### src/rtl/lfsr_pkg.sv
// Shared constants and helpers for the LFSR generator: tap table and width decode.
package lfsr_pkg;

  localparam int unsigned MAX_LFSR_W = 16;

  // Feedback tap mask for a given width; bit (t-1) is set for each 1-indexed tap t.
  function automatic logic [MAX_LFSR_W-1:0] tap_mask(input logic [4:0] w);
    logic [MAX_LFSR_W-1:0] m;
    case (w)
      5'd2:    m = 16'h0003;
      5'd3:    m = 16'h0006;
      5'd4:    m = 16'h000C;
      5'd5:    m = 16'h0014;
      5'd6:    m = 16'h0030;
      5'd7:    m = 16'h0060;
      5'd8:    m = 16'h00B8;
      5'd9:    m = 16'h0110;
      5'd10:   m = 16'h0240;
      5'd11:   m = 16'h0500;
      5'd12:   m = 16'h0829;
      5'd13:   m = 16'h100D;
      5'd14:   m = 16'h2015;
      5'd15:   m = 16'h6000;
      5'd16:   m = 16'hD008;
      default: m = 16'h0000;
    endcase
    return m;
  endfunction

  // Out-of-range widths fall back to the maximum supported width.
  function automatic logic [4:0] width_sat(input logic [4:0] w, input logic [4:0] maxw);
    return ((w < 5'd2) || (w > maxw)) ? maxw : w;
  endfunction

endpackage

### src/rtl/lfsr_gen_if.sv
// Control/data bundle between a stimulus consumer and the LFSR generator.
interface lfsr_gen_if #(
  parameter int unsigned MAXW = 8,
  parameter int unsigned CNTW = 16
);

  logic            load;
  logic [MAXW-1:0] seed;
  logic [4:0]      width;
  logic            en;
  logic            step_mode;
  logic            q_ready;
  logic [MAXW-1:0] q;
  logic            q_valid;
  logic            bit_out;
  logic [CNTW-1:0] period;
  logic            period_done;
  logic            lockup;

  modport master (
    output load, seed, width, en, step_mode, q_ready,
    input  q, q_valid, bit_out, period, period_done, lockup
  );

  modport slave (
    input  load, seed, width, en, step_mode, q_ready,
    output q, q_valid, bit_out, period, period_done, lockup
  );

endinterface

### src/rtl/lfsr_period_ctr.sv
// Counts steps since the last seed load / return-to-seed and reports the period.
module lfsr_period_ctr #(
  parameter int unsigned W    = 8,
  parameter int unsigned CNTW = 16
) (
  input  logic            clk,
  input  logic            rst_n,
  input  logic            clr_i,
  input  logic            step_i,
  input  logic [W-1:0]    next_i,
  input  logic [W-1:0]    seed_i,
  output logic [CNTW-1:0] period_o,
  output logic            period_done_o
);

  logic [CNTW-1:0] cnt_q, cnt_d;
  logic [CNTW-1:0] period_q, period_d;
  logic            done_q, done_d;
  logic [CNTW-1:0] cnt_inc_c;

  // Next-state: saturating increment, capture on return-to-seed, clear on load.
  always_comb begin
    cnt_inc_c = (&cnt_q) ? cnt_q : cnt_q + CNTW'(1);
    cnt_d     = cnt_q;
    period_d  = period_q;
    done_d    = 1'b0;
    if (clr_i) begin
      cnt_d = '0;
    end else if (step_i) begin
      if (next_i == seed_i) begin
        period_d = cnt_inc_c;
        done_d   = 1'b1;
        cnt_d    = '0;
      end else begin
        cnt_d = cnt_inc_c;
      end
    end
  end

  // Counter, period and pulse registers.
  always_ff @(posedge clk or negedge rst_n) begin
    if (!rst_n) begin
      cnt_q    <= '0;
      period_q <= '0;
      done_q   <= 1'b0;
    end else begin
      cnt_q    <= cnt_d;
      period_q <= period_d;
      done_q   <= done_d;
    end
  end

  assign period_o      = period_q;
  assign period_done_o = done_q;

endmodule

### src/rtl/lfsr_gen.sv
// Run-time width-selectable Fibonacci LFSR with seed load, handshake stepping,
// zero-seed guard and period measurement.
module lfsr_gen
  import lfsr_pkg::*;
#(
  parameter int unsigned MAXW = 8,
  parameter int unsigned CNTW = 16
) (
  input logic       clk,
  input logic       reset_n,
  lfsr_gen_if.slave bus
);

  localparam logic [4:0] MAXW_W = 5'(MAXW);

  logic [MAXW-1:0]       state_q, state_d;
  logic [MAXW-1:0]       seed_q, seed_d;
  logic [4:0]            width_q, width_d;
  logic                  valid_q, valid_d;
  logic                  lockup_q, lockup_d;

  logic [4:0]            width_ld_c;
  logic [MAXW-1:0]       mask_ld_c;
  logic [MAXW-1:0]       mask_q_c;
  logic [MAXW-1:0]       seed_masked_c;
  logic [MAX_LFSR_W-1:0] state_ext_c;
  logic                  fb_c;
  logic [MAXW-1:0]       step_nxt_c;
  logic                  step_c;
  logic                  state_en_c;

  // Width decode, feedback and next-state selection; load takes priority over step.
  always_comb begin
    width_ld_c    = width_sat(bus.width, MAXW_W);
    mask_ld_c     = MAXW'((32'd1 << width_ld_c) - 32'd1);
    mask_q_c      = MAXW'((32'd1 << width_q) - 32'd1);
    seed_masked_c = bus.seed & mask_ld_c;
    state_ext_c   = MAX_LFSR_W'(state_q);
    fb_c          = ^(state_ext_c & tap_mask(width_q));
    step_nxt_c    = MAXW'({state_q, fb_c}) & mask_q_c;
    step_c        = valid_q & bus.en & (bus.step_mode ? bus.q_ready : 1'b1);

    state_d    = state_q;
    seed_d     = seed_q;
    width_d    = width_q;
    valid_d    = valid_q;
    lockup_d   = lockup_q;
    state_en_c = 1'b0;

    if (bus.load) begin
      state_en_c = 1'b1;
      width_d    = width_ld_c;
      valid_d    = 1'b1;
      if (seed_masked_c == '0) begin
        state_d  = MAXW'(1);
        seed_d   = MAXW'(1);
        lockup_d = 1'b1;
      end else begin
        state_d  = seed_masked_c;
        seed_d   = seed_masked_c;
        lockup_d = 1'b0;
      end
    end else if (step_c) begin
      state_en_c = 1'b1;
      state_d    = step_nxt_c;
    end
  end

  // Enable flop for the shift state with async clear to the non-zero reset value.
  always_ff @(posedge clk or negedge reset_n) begin
    if (!reset_n) begin
      state_q <= MAXW'(1);
    end else if (state_en_c) begin
      state_q <= state_d;
    end
  end

  // Configuration and status registers.
  always_ff @(posedge clk or negedge reset_n) begin
    if (!reset_n) begin
      seed_q   <= MAXW'(1);
      width_q  <= MAXW_W;
      valid_q  <= 1'b0;
      lockup_q <= 1'b0;
    end else begin
      seed_q   <= seed_d;
      width_q  <= width_d;
      valid_q  <= valid_d;
      lockup_q <= lockup_d;
    end
  end

  lfsr_period_ctr #(
    .W    (MAXW),
    .CNTW (CNTW)
  ) u_period_ctr (
    .clk           (clk),
    .rst_n         (reset_n),
    .clr_i         (bus.load),
    .step_i        (step_c & ~bus.load),
    .next_i        (step_nxt_c),
    .seed_i        (seed_q),
    .period_o      (bus.period),
    .period_done_o (bus.period_done)
  );

  assign bus.q       = state_q;
  assign bus.q_valid = valid_q;
  assign bus.bit_out = state_q[0];
  assign bus.lockup  = lockup_q;

endmodule

### src/flat_wrapper.sv
// flat-port wrapper written by rule: the top's interface ports become plain ports
module lfsr_gen_flat import lfsr_pkg::*;
#(
  parameter int unsigned MAXW = 8,
  parameter int unsigned CNTW = 16
)
  (clk, reset_n, bus_load, bus_seed, bus_width, bus_en, bus_step_mode, bus_q_ready, bus_q, bus_q_valid, bus_bit_out, bus_period, bus_period_done, bus_lockup);
  lfsr_gen_if #(.MAXW(MAXW), .CNTW(CNTW)) bus_i ();
  input logic clk;
  input logic reset_n;
  input wire logic [$bits(bus_i.load)-1:0] bus_load;
  input wire logic [$bits(bus_i.seed)-1:0] bus_seed;
  input wire logic [$bits(bus_i.width)-1:0] bus_width;
  input wire logic [$bits(bus_i.en)-1:0] bus_en;
  input wire logic [$bits(bus_i.step_mode)-1:0] bus_step_mode;
  input wire logic [$bits(bus_i.q_ready)-1:0] bus_q_ready;
  output wire logic [$bits(bus_i.q)-1:0] bus_q;
  output wire logic [$bits(bus_i.q_valid)-1:0] bus_q_valid;
  output wire logic [$bits(bus_i.bit_out)-1:0] bus_bit_out;
  output wire logic [$bits(bus_i.period)-1:0] bus_period;
  output wire logic [$bits(bus_i.period_done)-1:0] bus_period_done;
  output wire logic [$bits(bus_i.lockup)-1:0] bus_lockup;
  assign bus_i.load = bus_load;
  assign bus_i.seed = bus_seed;
  assign bus_i.width = bus_width;
  assign bus_i.en = bus_en;
  assign bus_i.step_mode = bus_step_mode;
  assign bus_i.q_ready = bus_q_ready;
  assign bus_q = bus_i.q;
  assign bus_q_valid = bus_i.q_valid;
  assign bus_bit_out = bus_i.bit_out;
  assign bus_period = bus_i.period;
  assign bus_period_done = bus_i.period_done;
  assign bus_lockup = bus_i.lockup;
  lfsr_gen #(.MAXW(MAXW), .CNTW(CNTW)) u_core (.clk(clk), .reset_n(reset_n), .bus(bus_i));
endmodule
### config.mk
export PLATFORM = sky130hd
export DESIGN_NAME = lfsr_gen_flat
export DESIGN_NICKNAME = d
export VERILOG_FILES = /design/src/rtl/lfsr_pkg.sv /design/src/rtl/lfsr_gen_if.sv /design/src/rtl/lfsr_period_ctr.sv /design/src/rtl/lfsr_gen.sv /design/src/flat_wrapper.sv
export SDC_FILE = /design/constraint.sdc
export NUM_CORES = 1
export LEC_CHECK = 0
export CAP_MARGIN = 20
export CORE_ASPECT_RATIO = 1.2
export CORE_MARGIN = 5
export CORE_UTILIZATION = 56
export CTS_CLUSTER_SIZE = 14
export DETAILED_ROUTE_END_ITERATION = 16
export PLACE_DENSITY = 0.81
export SLEW_MARGIN = 20
export SYNTH_ARGS = -nofsm -noshare
export SYNTH_HDL_FRONTEND = slang
export SYNTH_SLANG_ARGS = --single-unit
### constraint.sdc
create_clock -name clk -period 4.6 [get_ports clk]
set_input_delay 0.46 -clock clk [delete_from_list [all_inputs] [get_ports clk]]
set_output_delay 0.46 -clock clk [all_outputs]
set_load 0.02 [all_outputs]
* Word-level counts from Yosys, hierarchy flattened
Memory sizes are Yosys's and may differ from the RTL's.
Index checks and enable logic that the tools add are counted.
** Word-level totals
- Register bits after elaboration :: 56
- ROM bits :: 512
- Input bits :: 19
- Output and inout bits :: 28
- Logic and storage cells :: 47
- Memories :: 1
** Operators by class
- Add/subtract/negate cells :: 3
- $lt $le $gt $ge :: 2
- Equal/unequal tests :: 1
- Shift-type cells :: 2
- Mux-type cells :: 15
- Bitwise logic cells :: 7
- Reductions and logical operators :: 8
** Memories
- (name not given) :: words 32, bits a word 16, read ports 1, clocked after Yosys merged registers in 0, write ports 0, RTL line lfsr_pkg.sv:9 : case (w)
** Operators by type and width (number)
- 16-bit 2-to-1 mux :: 4
- 8-bit 2-to-1 mux :: 3
- 16-bit by 1-bit adder with 16-bit output, second input constant :: 1
- 8-bit by 16-bit bitwise AND with 16-bit output :: 1
- 8-bit bitwise AND :: 2
- 16-bit AND reduction :: 1
- 16-bit XOR reduction :: 1
- 1-bit by 5-bit left shift with 8-bit output, first input constant :: 2
- 8-bit by 1-bit subtractor with 8-bit output, second input constant :: 2
- 8-bit equality test :: 1
- 8-bit zero test :: 1
- 1-bit 2-to-1 mux :: 7
- 5-bit by 4-bit > comparator with 1-bit output, second input constant :: 1
- 5-bit by 2-bit less-than comparator with 1-bit output, second input constant :: 1
- 5-bit 2-to-1 mux :: 1
- 2-bit nonzero test :: 2
- 1-bit bitwise AND :: 3
- 3-bit AND reduction :: 1
- 2-bit AND reduction :: 1
- 1-bit logical OR :: 1
- 1-bit NOT :: 1

* Logic depth before layout (Yosys ltp)
Gate-level depths: netlist (run 1).
- Depth in word-level cells :: 9
- Depth in mapped cells :: 14
- Mapped depth without buffers :: 11

* Hierarchy
Synthesis (run 1) repeated with hierarchy kept, for this count alone.
** Unflattened totals
- Cell total of the unflattened synthesis :: 396
- Area, all modules :: 3584.7 µm²
** By module, submodules not included
- lfsr_period_ctr :: times used 1, cells an instance 202, area an instance 1866.8 µm², seq. area each 825.8 µm²
- lfsr_gen :: times used 1, cells an instance 194, area an instance 1717.9 µm², seq. area each 579.3 µm²

* Worst setup path after synthesis (run 1)
OpenSTA, ideal clock, no wires.
- Path kind :: reg-to-reg
- Start point :: register u_core.width_q[2]
- End point :: register u_core.u_period_ctr.period_q[11], in the netlist u_core.u_period_ctr.period_o[11]
- Library setup time :: 125 ps
- Arrival time :: 3303 ps
- Data required time :: 4475 ps
- Setup slack :: 1172 ps
- Cell stages (with the launch flop) :: 14
- Buffers on the path :: 2
- Clock period less this slack :: 3428 ps
- Cell sequence :: dfrtp_1 -> buf_6 -> nor3_1 -> nand3_1 -> ha_1 -> or4_1 -> a21oi_1 -> o21ai_0 -> and2_1 -> nor4b_1 -> mux2i_2 -> nor2_4 -> buf_12 -> mux2_4
** Between the ends
- Longest elaborated chain between the ends :: 6
- Elaborated cells between the ends (all ways) :: 8
- Classes of those cells :: add/sub (1); eq/ne (1); shift (1); bitwise (2); reduce/logical (2); memory (1)
** Ends and longest elaborated chain
- start: declaration :: RTL line lfsr_gen.sv:18 : logic [4:0] width_q, width_d;
- start signal: assignment :: RTL line lfsr_gen.sv:87 : width_q <= width_d;
- memory 32 x 16 bit
- 8-bit by 16-bit bitwise AND with 16-bit output :: RTL line lfsr_gen.sv:39 : fb_c = ^(state_ext_c & tap_mask(width_q));
- 16-bit XOR reduction :: RTL line lfsr_gen.sv:39
- 8-bit bitwise AND (*) :: RTL line lfsr_gen.sv:40 : step_nxt_c = MAXW'({state_q, fb_c}) & mask_q_c;
- 8-bit equality test (*) :: RTL line lfsr_period_ctr.sv:30 : if (next_i == seed_i) begin
- 3-bit AND reduction (no line) (*)
- end signal: assignment :: RTL line lfsr_period_ctr.sv:48 : period_q <= period_d;
- end: declaration :: RTL line lfsr_period_ctr.sv:17 : logic [CNTW-1:0] period_q, period_d;
Mark *: on every way between the ends. The rest lies on a longest branch, timed or not.
A chain may end at the register's enable or synchronous reset.

* Worst setup path after layout (run 1)
- Start point :: register u_core.width_q[3]
- End point :: register u_core.u_period_ctr.period_q[4], in the netlist u_core.u_period_ctr.period_o[4]
The elaborated chain is that of the path after synthesis.

==> results of run 1 <==
## flip-flops by register name, indices dropped and copies added, names as in the netlist
name                               count
u_core.u_period_ctr.cnt_q             16
u_core.u_period_ctr.period_o          16
u_core.bus.q                           8
u_core.seed_q                          8
u_core.width_q                         5
u_core.bus.lockup                      1
u_core.bus.q_valid                     1
u_core.u_period_ctr.period_done_o      1
## Yosys cell counts (all sizes together) (4+ instances only)
cell	n
dfrtp	53
o21ai	35
nand2	31
nor2	30
a31oi	21
a21oi	18
inv	18
nand3	17
mux2	15
clkbuf	13
buf	11
xnor2	11
nor2b	9
nand2b	8
ha	7
nor3	6
nor4	6
xor2	6
o31ai	5
a21boi	4
and3	4
mux2i	4
nand4b	4
nor3b	4
## worst paths after layout
kind,start,endpoint,depth (start not counted)
setup reg to reg,u_core.width_q[3],u_core.u_period_ctr.period_o[4],11
min in group clk,u_core.seed_q[0],u_core.seed_q[0],2
max in group asynchronous,reset_n,u_core.seed_q[7],2
hold reg to reg,u_core.seed_q[0],u_core.seed_q[0],2
hold / removal,reset_n,u_core.u_period_ctr.period_done_o,2
setup / recovery,u_core.width_q[3],u_core.u_period_ctr.period_o[4],11
## layout by cell type, fill, tap and decap left out, types with 7 or more instances in the layout
master and count:
buf_4 8, xnor2_1 11, ha_1 7, a21oi_1 18, inv_1 18, a31oi_1 21, nand2b_1 8, nand3_1 17
nor2b_1 9, clkdlybuf4s50_1 45, dfrtp_1 53, nand2_1 31, mux2_4 9, o21ai_0 35, nor2_1 29
## cell families (layout without fill, tap and decap cells)
family | count (synthesis) | after routing | synth area share
buffers and inverters | 42 | 80 | 0.0585
other | 1 | 2 | 0.00104
muxes | 19 | 19 | 0.0692
adders and majority gates | 7 | 7 | 0.0242
xor gates and xnor gates | 18 | 18 | 0.0474
AOI/OAI and AO/OA | 112 | 112 | 0.197
and+or+nand+nor | 142 | 142 | 0.214
DFF | 56 | 56 | 0.388
## metal layers
| metal | track usage | routed length (um) | up-vias |
|---|---|---|---|
| met2 | 0.433 | 4860 | 94 |
| met1 | 0.250 | 3490 | 1493 |
| met5 | 0 | 0 | - |
| met4 | 0.0742 | 141 | 0 |
| met3 | 0.0253 | 372 | 10 |
| li1 | - | - | 1521 |
## final cells by class
cell class                      count  share of cell area
Sequential cell                    56               0.335
Inverter                           18              0.0161
Clock inverter                      3             0.00508
Multi-Input combinational cell    300               0.478
Timing Repair Buffer               54               0.123
Tap cell                           85              0.0254
Clock buffer                        5              0.0164
## through the flow
step / power [uW] / area (um^2) / util / std cells
after global routing: 1150 / 4190 / 0.658 / 521
after global placement: 813 / 4100 / 0.644 / 513
after detailed placement: 818 / 4100 / 0.644 / 513
final: 1090 / 4190 / 0.658 / 521
after CTS: 1100 / 4190 / 0.658 / 521
after floorplan: 720 / 3620 / - / 398
## power by group through the flow
stage | Clock (uW) | Sequential (uW) | Combinational (uW)
after floorplan | 0 | 562 | 157
after global placement | 0 | 560 | 254
after detailed placement | 0 | 560 | 258
after CTS | 286 | 551 | 259
after global routing | 308 | 555 | 283
final | 280 | 551 | 259
==> results.md, run 1 <==
* Net Sw Frac at 0.318
* Via count of the routed design at between 3000 and 4000
* WL final at 8.86 mm
* Vias per inst at 5.98
* Clock Path Buffers at 2
* First-pass GRT wire length at about 15 mm
* CTS tree: done
* # diodes at 0
* Die height at 98.0 um
* Footprint of the multi-input gates at 0.00200 mm^2
* Share of cells above drive strength 1 at 0.0963
* Reg2reg setup slack at 670 ps
* CP max FO at 22
* Clock share of power at 0.257
* PortBufs at 46
* Avg Inst Size Synth at slightly above 9 um^2
* Clock Skew at around 9.6 ps
* Cell at the root of the clock tree: clkbuf_8
* Clock sink count at 56
* CTS Hold Buffers Added at 0
* Initial core utilization at 0.568
* FF+latch count, synth at between 50 and 60
* Row count at 32
* Status: complete, no violations
* Post-Syn Area at 0.00362 mm^2
* IO Count at 47
* Post-DP HPWL at 6.53 mm
* CP endpoint kind: register
* Maxcap violations at 0
* Power Dens Cells at 260 mW/mm^2
* Area contributors post-synth: dfrtp_1 37%, o21ai_0 4.8%, mux2_4 3.7%
* Clock Pin Slew Worst Setup and Hold Paths at 110 ps
* Core area at about 0.0064 mm^2
* Post-synth top flop: dfrtp_1
* Wire per inst at 17.0 um
* Seq pwr share at 0.505
* Hold/Removal Path Class: input pin to async pin
* Nets at 461
* Worst Tran Pin Value at 908 ps
* CTS Buf Count at 5
* Share of flip-flops with an asynchronous set or reset at 1.00
* Synth warn at 0
* Final setup fails at 0
* Routability congestion estimate at 0.908
* TNS Setup at 0 ps
* Fillers at ~530
* Synth Instances at between 300 and 400
* WP data arrival at 4140 ps
* Final worst slack at around 670 ps
* Pin count of the biggest net entering global routing at 57
* Routed Antenna Nets at 0
* Buf/Inv on CP at 0
* EDFF count, synth at 0
* Cell Chain, Critical Path: nor3_1 > nand3_1 > ha_1 > or4_1 > a21oi_1 > o21ai_0 > and2_1 > nor4b_1 > mux2i_2 > nor2_4 > mux2_2
* Syn-to-layout area delta at 15.8%
* Pre-CTS WS at 743 ps
* Worst path top cell family by delay: simple AND/OR/NAND/NOR gates
* CP peak stage delay at 570 ps
* Postcts setup bufs at 0
* Clk Latency, worst-skew pair at around 310 ps
* Yosys top cell area share at 0.367
* CP max-delay cell: nor3_1
* Die area at 0.00817 mm^2
* Fin crit period at 3930 ps
* Fin. Hold Viols at 0
* Pre-antenna DRT Iters at 4
* Int Pwr at between 700 and 800 uW
* Total grt overflow at 0
* Final slew viol count at 0
* Vias in the first global route at about 3200
* Die width at between 80 and 90 um
* RSZ-0062 raised after global routing: no
* Flip-flop and latch area at 0.00141 mm^2
* Maximum vdd drop at around 0.17 mV
* GRT Overall Usage at 0.223
* Worst Path Required at ~4800 ps
* Sequential fraction of the synthesis area at 0.388
* DR DRC count at 0
* DRT iter0 DRCs at 277
* Post-CTS resize count at 0
* Fmax at 254 MHz
* Initial antenna violation count at 0
* Gate power share at 0.237
* WS Path Type: register to register
* Final hold slack at 262 ps
* Crit start category: register
* Final period util at 0.855
* Max-slew headroom at the worst pin at 0.393
* Leakage at 0.00176 uW
* Yosys cell types at 66
* Sw power at roughly 350 uW
* H-tree depth at 2
* Area leader, netlist: dfrtp_1
No activity file was read; power rests on OpenSTA's default activity.
==> run 2: changes to the inputs <==
CORE_UTILIZATION = 30   (was 56)
PLACE_DENSITY = default   (was 0.81)
==> run 2 against run 1 <==
Maximum frequency is 1.6% lower. Worst setup slack lost 65 ps. Non-clock buffer count decreased by 1. Worst hold slack gained 40 ps. First-iteration DRC count is 1.8% lower. Core utilization fell by 29 points. Die area grew 76%. Clock power grew 60%. Sequential power about the same. Highest routed layer unchanged. Sequential share of layout area is 1.3 points lower.
==> results.md, run 2 (synthesis gave the netlist of run 1 again) <==
* Worst Path Required at 4780 ps (was 4810 ps)
* Clock Path Buffers at 2 (unchanged)
* Sw power at 348 uW (was 346 uW)
* Vias per inst at 5.20 (was 5.98)
* Clock sink count at 56 (unchanged)
* Commonest cells after routing, fill and taps aside: 53 x dfrtp_1, 45 x clkdlybuf4s50_1, 35 x o21ai_0 (unchanged)
* Pin count of the biggest net entering global routing at 57 (unchanged)
* WL final at 9.27 mm (was 8.86 mm)
* Die area at 0.0144 mm^2 (was 0.00817 mm^2)
* Via count of the routed design at 3100 (was 3118)
* Gate power share at 0.202 (was 0.237)
* Postcts setup bufs at 0 (unchanged)
* DR DRC count at 0 (unchanged)
* GRT Overall Usage at 0.131 (was 0.223)
* Crit start category: register (unchanged)
* CP peak stage delay at 560 ps (was 570 ps)
* Net Sw Frac at 0.278 (was 0.318)
* Initial antenna violation count at 0 (unchanged)
* TNS Setup at 0 ps (unchanged)
* Pre-antenna DRT Iters at 4 (unchanged)
* Hold/Removal Path Class: input pin to async pin (unchanged)
* Vias in the first global route at 2962 (was 3170)
* RSZ-0062 raised after global routing: no (unchanged)
* Clock Pin Slew Worst Setup and Hold Paths at 70 ps (was 110 ps)
* Nets at 460 (was 461)
* Max-slew headroom at the worst pin at 0.336 (was 0.393)
* Int Pwr at 907 uW (was 744 uW)
* Maximum vdd drop at 0.145 mV (was 0.165 mV)
* CTS tree: done (unchanged)
* Die width at 110 um (was 83.4 um)
* Final setup fails at 0 (unchanged)
* WS Path Type: register to register (unchanged)
* Post-DP HPWL at 6.60 mm (was 6.53 mm)
* PortBufs at 46 (unchanged)
* Routability congestion estimate at 0.888 (was 0.908)
* Clock Skew at 8.85 ps (was 9.58 ps)
* Maxcap violations at 0 (unchanged)
* WP data arrival at 4180 ps (was 4140 ps)
* Final slew viol count at 0 (unchanged)
* Seq pwr share at 0.441 (was 0.505)
* Most common cell after layout, fill and taps aside: dfrtp_1 (unchanged)
* Fin. Hold Viols at 0 (unchanged)
* CP endpoint kind: register (unchanged)
* Placed cell area at 0.00419 mm^2 (was 0.00410 mm^2)
* Reg2reg path depth at 11 (unchanged)
* Fmax at 250 MHz (was 254 MHz)
* Clock share of power at 0.357 (was 0.257)
* Leakage at 0.00180 uW (was 0.00176 uW)
* Clk Latency, worst-skew pair at 290 ps (was 310 ps)
* Fin crit period at 4000 ps (was 3930 ps)
* Worst Tran Pin Value at 993 ps (was 908 ps)
* Cell at the root of the clock tree: clkbuf_16 (was clkbuf_8)
* Total grt overflow at 0 (unchanged)
* Cell Chain, Critical Path: nor3_1 > nand3_1 > ha_1 > inv_1 > a31oi_1 > o21ai_0 > xnor2_1 > nor4b_1 > mux2i_2 > nor2_4 > mux2_2 (was nor3_1 > nand3_1 > ha_1 > or4_1 > a21oi_1 > o21ai_0 > and2_1 > nor4b_1 > mux2i_2 > nor2_4 > mux2_2)
* Die height at 130 um (was 98.0 um)
* Final hold slack at 302 ps (was 262 ps)
* Core area at 0.0119 mm^2 (was 0.00637 mm^2)
* Syn-to-layout area delta at 20.7% (was 15.8%)
* Share of cells above drive strength 1 at 0.0943 (was 0.0963)
* CP max-delay cell: nor3_1 (unchanged)
* Routed Antenna Nets at 0 (unchanged)
* Row count at 44 (was 32)
* H-tree depth at 2 (unchanged)
* First-pass GRT wire length at 14.9 mm (was 15.1 mm)
* Power Dens Cells at 288 mW/mm^2 (was 260 mW/mm^2)
* CP max FO at 22 (unchanged)
* IO Count at 47 (unchanged)
* Wire per inst at 15.5 um (was 17.0 um)
* CTS Hold Buffers Added at 0 (unchanged)
* DRT iter0 DRCs at 272 (was 277)
* Post-CTS resize count at 0 (unchanged)
* CTS Buf Count at 5 (unchanged)
* Status: complete, no violations (unchanged)
* Final Cell Area at 0.00436 mm^2 (was 0.00419 mm^2)
* Initial core utilization at 0.303 (was 0.568)
* Final period util at 0.869 (was 0.855)
* # diodes at 0 (unchanged)
run 2: through the flow:
| stage | cells | total power [uW] | utilization | setup slack [ps] |
|---|---|---|---|---|
| after global placement | 588 | 816 | 0.350 | 658 |
| after global routing | 596 | 1320 | 0.365 | 186 |
| after detailed placement | 588 | 816 | 0.350 | 626 |
| after CTS | 596 | 1270 | 0.365 | 594 |
| final | 596 | 1260 | 0.365 | 603 |
| after floorplan | 398 | 720 | - | 1170 |
run 2: critical path, delay by kind of cell (launching register included):
kind,cells,cell delay [ps]
AND/OR/NAND/NOR,4,1660
multiplexers,2,560
AO/OA/AOI/OAI,2,510
flip-flops,1,490
adder cells (fa/ha/maj),1,300
buffers and inverters,1,210
XOR/XNOR,1,160
run 2: final cells by class:
cell class / count / area (um^2)
fillers: 1238 / 7580
multi-input cells: 300 / 2000
flip-flops and latches: 56 / 1410
repair buffers: 53 / 508
well taps: 161 / 201
clock buffers: 6 / 139
inverters: 18 / 67.6
clock inverters: 2 / 38.8
run 2: path summary, 6_finish.rpt:
kind / startpoint / end / slack (ps)
max: u_core.width_q[3] / u_core.u_period_ctr.period_o[4] / 600
min: reset_n / u_core.u_period_ctr.period_o[11] / 300
max reg2reg: u_core.width_q[3] / u_core.u_period_ctr.period_o[4] / 600
min reg2reg: u_core.bus.lockup / u_core.bus.lockup / 510
max in group asynchronous: reset_n / u_core.bus.q[5] / 3820
min in group clk: u_core.bus.lockup / u_core.bus.lockup / 510
run 2: routing by layer:
metal / global-route usage / vias up / share of wire
met3: 0.0188 / 20 / 0.040
met1: 0.168 / 1483 / 0.44
met5: 0 / - / 0
li1: - / 1514 / -
met4: 0.0623 / 0 / 0.033
met2: 0.217 / 83 / 0.49
run 2: power by group through the flow:
stage               logic, uW  clock network (uW)  registers, uW
detailed placement        254                   0            563
CTS                       255                 460            554
finish                    253                 449            554
global route              279                 480            558
floorplan                 157                   0            562
global placement          254                   0            563
==> run 3: changes to the inputs <==
ABC_CLOCK_PERIOD_IN_PS = 4600   (was default)
==> results of run 3 <==
Same layout as run 2: the final DEF is identical, and so are final timing and power.
